`config.mk`:
```
export PLATFORM = sky130hd
export DESIGN_NAME = axi_lite_read_slave
export DESIGN_NICKNAME = d
export VERILOG_FILES = /design/src/rtl/axi_lite_pkg.sv /design/src/rtl/axi_lite_read_slave.sv
export SDC_FILE = /design/constraint.sdc
export NUM_CORES = 1
export LEC_CHECK = 0
export CORE_MARGIN = 2
export CORE_UTILIZATION = 42
export DETAILED_ROUTE_END_ITERATION = 10
export GPL_TIMING_DRIVEN = 0
export MAX_ROUTING_LAYER = met4
export PLACE_DENSITY = 0.85
export SYNTH_ARGS = -nofsm -noshare
export SYNTH_HDL_FRONTEND = slang
export SYNTH_SLANG_ARGS = --single-unit
```
`constraint.sdc`:
```
create_clock -name clk -period 3.8 [get_ports clk]
set_clock_uncertainty 0.2 [all_clocks]
set_input_delay 0.57 -clock clk [delete_from_list [all_inputs] [get_ports clk]]
set_output_delay 0.57 -clock clk [all_outputs]
set_load 0.02 [all_outputs]
```
`src/rtl/axi_lite_pkg.sv`:
```
// Shared AXI-lite definitions used by the read and write slaves.
// Holds the read FSM state type and the response codes.
package axi_lite_pkg;

  typedef enum logic [1:0] {
    IDLE,
    READ,
    WAIT,
    RESP
  } axil_rd_state_e;

  localparam logic [1:0] RESP_OKAY   = 2'b00;
  localparam logic [1:0] RESP_SLVERR = 2'b10;

endpackage

```
`src/rtl/axi_lite_read_slave.sv`:
```
// AXI-lite read slave: one transaction at a time, fronting a
// register block that returns data one cycle after rd_en.
module axi_lite_read_slave
  import axi_lite_pkg::*;
#(
  parameter int ADDR_WIDTH = 4,
  parameter int DATA_WIDTH = 32,
  parameter int NUM_REGS   = 4
) (
  input  logic                  clk,
  input  logic                  rst,
  input  logic [ADDR_WIDTH-1:0] s_axi_araddr,
  input  logic                  s_axi_arvalid,
  output logic                  s_axi_arready,
  output logic [DATA_WIDTH-1:0] s_axi_rdata,
  output logic [1:0]            s_axi_rresp,
  output logic                  s_axi_rvalid,
  input  logic                  s_axi_rready,
  output logic                  rd_en,
  output logic [ADDR_WIDTH-1:0] rd_addr,
  input  logic [DATA_WIDTH-1:0] rd_data
);

  axil_rd_state_e state;
  axil_rd_state_e state_nxt;

  logic                  ar_hs;
  logic                  addr_ok;
  logic [ADDR_WIDTH-1:0] word_idx;

  assign word_idx = s_axi_araddr >> 2;
  assign addr_ok  = (s_axi_araddr[1:0] == 2'b00) &&
                    (32'(word_idx) < 32'(NUM_REGS));
  assign ar_hs    = s_axi_arvalid && s_axi_arready;

  assign s_axi_arready = (state == IDLE);
  assign s_axi_rvalid  = (state == RESP);
  assign rd_en         = (state == READ);

  always_ff @(posedge clk or posedge rst) begin
    if (rst) begin
      state <= IDLE;
    end else begin
      state <= state_nxt;
    end
  end

  always_comb begin
    state_nxt = state;
    unique case (state)
      IDLE: begin
        if (ar_hs) begin
          state_nxt = addr_ok ? READ : RESP;
        end
      end
      READ: state_nxt = WAIT;
      WAIT: state_nxt = RESP;
      RESP: begin
        if (s_axi_rready) begin
          state_nxt = IDLE;
        end
      end
      default: state_nxt = IDLE;
    endcase
  end

  // Response fields only change outside RESP, so they hold under stall.
  always_ff @(posedge clk or posedge rst) begin
    if (rst) begin
      rd_addr     <= '0;
      s_axi_rdata <= '0;
      s_axi_rresp <= RESP_OKAY;
    end else begin
      if (ar_hs) begin
        rd_addr <= s_axi_araddr;
        if (!addr_ok) begin
          s_axi_rdata <= '0;
          s_axi_rresp <= RESP_SLVERR;
        end
      end
      if (state == WAIT) begin
        s_axi_rdata <= rd_data;
        s_axi_rresp <= RESP_OKAY;
      end
    end
  end

endmodule

```
==> results.sh <==
export IMPL_synth_seq_cells=39
export IMPL_globalRouteTotalUtil_pct=20.4
export IMPL_status="finished, final reports clean"
export IMPL_layout_min_cycle_time_ps=2520
export IMPL_synth_most_common_cell="dfrtp_1"
export IMPL_rsz0062_at_grt="no"
export IMPL_cts_max_level=2
export IMPL_hold_path_endpoint="s_axi_rdata[19]"
export IMPL_dr_pass1_iters=4
export IMPL_slew_headroom_pct=55.0
export IMPL_cp_start_kind="flop"
export IMPL_drc=0
export IMPL_rrSetupSlack_ps=1840
export IMPL_drv_slew=0
export IMPL_antenna_left=0
export IMPL_cap_violations=0
export IMPL_ys_types=17
export IMPL_seq_area_frac_synth_pct=63.2
export IMPL_clock_latency_ps=290
export IMPL_wl_per_cell_um=15.6
export IMPL_worstPathMaxFanout=6
export IMPL_grt_start_max_net_pins=25
export IMPL_via_count=1211
export IMPL_via_per_inst=5.02
export IMPL_yosys_warnings=0
export IMPL_io_pins=81
export IMPL_mappedNetlistNets=150
export IMPL_avgSynthCellArea_um2=14.7
export IMPL_cts_resized=0
export IMPL_period_share_pct=66.2
export IMPL_gp_congestion=0.667
export IMPL_first_global_vias=1245
export IMPL_tightest_slew_ps=674
export IMPL_critPathKind="flop to output port"
export IMPL_wl_um=3770
export IMPL_p_per_area_nw_per_um2=901
export IMPL_nets=237
export IMPL_critPathRequiredTime_ps=3030
export IMPL_cts_root_buffer="clkbuf_8"
export IMPL_grt_ovfl_total=0
export IMPL_critPathSlowestCell="clkdlybuf4s50_1"
export IMPL_clockBufferDepth=2
export IMPL_fin_ws_ps=1280
export IMPL_synth_edf_count=0
export IMPL_synthArstFlopShare_pct=100
export IMPL_initial_utilization_pct=42.9
export IMPL_yosys_area_top_type="dfrtp_1"
export IMPL_rows=22
export IMPL_hold_buffers=0
export IMPL_drive_gt1_share_pct=11.4
export IMPL_synth_flop_cell="dfrtp_1"
export IMPL_slowest_delay_ps=640
export IMPL_fp_dieH_um=64.7
export IMPL_ys_top_cells_by_area="dfrtp_1 (63%), a22o_1 (18%), ha_1 (4.0%), mux2_2 (3.6%), buf_6 (2.9%)"
export IMPL_antenna_cells=0
export IMPL_hold_depth=1
export IMPL_stdcell_count=241
export IMPL_port_buffers=79
export IMPL_grt_pass1_wl_um=6240
export IMPL_syn_to_final_growth_pct=62.3
export IMPL_cp_num_buf_inv=2
export IMPL_fmax_mhz=397
export IMPL_cts_buffers=5
export IMPL_drt_iter0_markers=13
export IMPL_fin_setup_tns_ps=0
export IMPL_peakVddDrop_mv=0.416
export IMPL_cp_end_kind="output port"
export IMPL_crit_family="buffers and inverters"
export IMPL_arrival_ps=1750
export IMPL_synth_top_area_share_pct=63.2
export IMPL_crit_chain="inv_1, ha_1, clkdlybuf4s50_1"
export IMPL_dp_cells=233
export IMPL_netlist_area_um2=1550
export IMPL_post_cts_setup_buffer_count=0
export IMPL_placed_cell_area_um2=2420
export IMPL_dp_hpwl_um=2860
export IMPL_pre_cts_ws_ps=1480
export IMPL_path_depth=3
export IMPL_cts_sinks=39
export IMPL_fin_area_um2=2510
export IMPL_final_setup_viol_count=0
export IMPL_die_w_um=64.7
export IMPL_min_delay_start="s_axi_rdata[19]"
export IMPL_p_leak_nw=1.11
export IMPL_reg2reg_depth=7
export IMPL_worstSetupStartpoint="state[0]"
export IMPL_syn_inst=105
export IMPL_cts_tree="built"
export IMPL_r2r_start="state[0]"
export IMPL_design_die_area_um2=4180
export IMPL_final_hold_violation_count=0
export IMPL_antenna_found_initial=0
export IMPL_hold_path_class="flop to flop"
export IMPL_synth_commonest_cells="dfrtp_1 (39), a22o_1 (32), ha_1 (5), inv_1 (5), mux2_2 (5)"
export IMPL_core_area_um2=3610
export IMPL_clk_pin_slew_ps=80
export IMPL_worst_r2r_endpoint="s_axi_rdata[8]"
==> worst max-delay path by stage <==
| stage | to | slack [ps] |
|---|---|---|
| after floorplan | s_axi_rdata[10] | 1880 |
| after global placement | s_axi_rdata[7] | 1410 |
| after global routing | s_axi_arready | 1200 |
| final | s_axi_arready | 1280 |
| after CTS | s_axi_arready | 1280 |
| after detailed placement | s_axi_rdata[24] | 1480 |
==> cells in the final DEF (no fill, tap or decap) <==
master,count
a21oi_1,3
clkbuf_8,5
nor2b_1,1
o32a_1,1
clkbuf_1,2
clkinv_2,3
mux2_2,5
o31a_2,1
buf_6,4
clkdlybuf4s50_1,79
conb_1,1
ha_1,5
nor2_1,2
dfrtp_1,39
buf_16,1
buf_4,1
o32ai_4,1
buf_2,1
a22o_1,32
inv_1,5
and2_1,1
==> report_power, final <==
| group | switching, mW | internal, mW |
|---|---|---|
| Sequential | 0.113 | 0.614 |
| Combinational | 0.605 | 0.661 |
| Clock | 0.140 | 0.126 |
| Total | 0.858 | 1.40 |
==> worst register-to-register path: cells and delay by family, from the launching register on <==
family	cells	cell delay [ps]
AOI/OAI and AO/OA	2	360
adders and majority gates	1	270
buffers and inverters	3	420
DFF	1	420
and+or+nand+nor	1	170
==> state kept, by name, indices dropped and copies added, names as in the netlist <==
register,cells
s_axi_rresp,1
state,2
s_axi_rdata,32
rd_addr,4
==> kinds of logic (layout without fill, tap and decap cells) <==
logic type,after synthesis,after routing,share of synthesized area [%]
flops,39,39,63.2
compound gates,38,38,22.2
buf+inv,13,101,5.43
fa+ha+maj,5,5,4.05
mux,5,5,3.64
simple gates,4,4,1.30
other cells,1,1,0.243
==> routing by layer <==
| metal | vias up | track usage, % | part of all wire, % |
|---|---|---|---|
| met5 | - | - | 0 |
| met4 | 0 | 6.38 | 0.96 |
| met3 | 4 | 5.21 | 5.8 |
| met2 | 49 | 33.3 | 50 |
| met1 | 595 | 25.0 | 44 |
| li1 | 563 | - | - |
==> stage by stage <==
stage | hold WS (ps) | power (mW) | util [%]
floorplan | 328 | 1.45 | -
global placement | 287 | 1.95 | 66.4
detailed placement | 291 | 2.01 | 67.2
CTS | 312 | 2.28 | 69.5
global route | 325 | 2.40 | 69.5
finish | 309 | 2.26 | 69.5
==> layout make-up <==
cell class,count,area (um2)
inverter,5,18.8
buffer,8,65.1
multi-input combinational,53,485
timing repair buffer,80,818
clock buffer,5,68.8
clock inverter,3,15.0
fill,273,1100
tap,48,60.1
sequential,39,976
(Power assumes the default switching activity.)
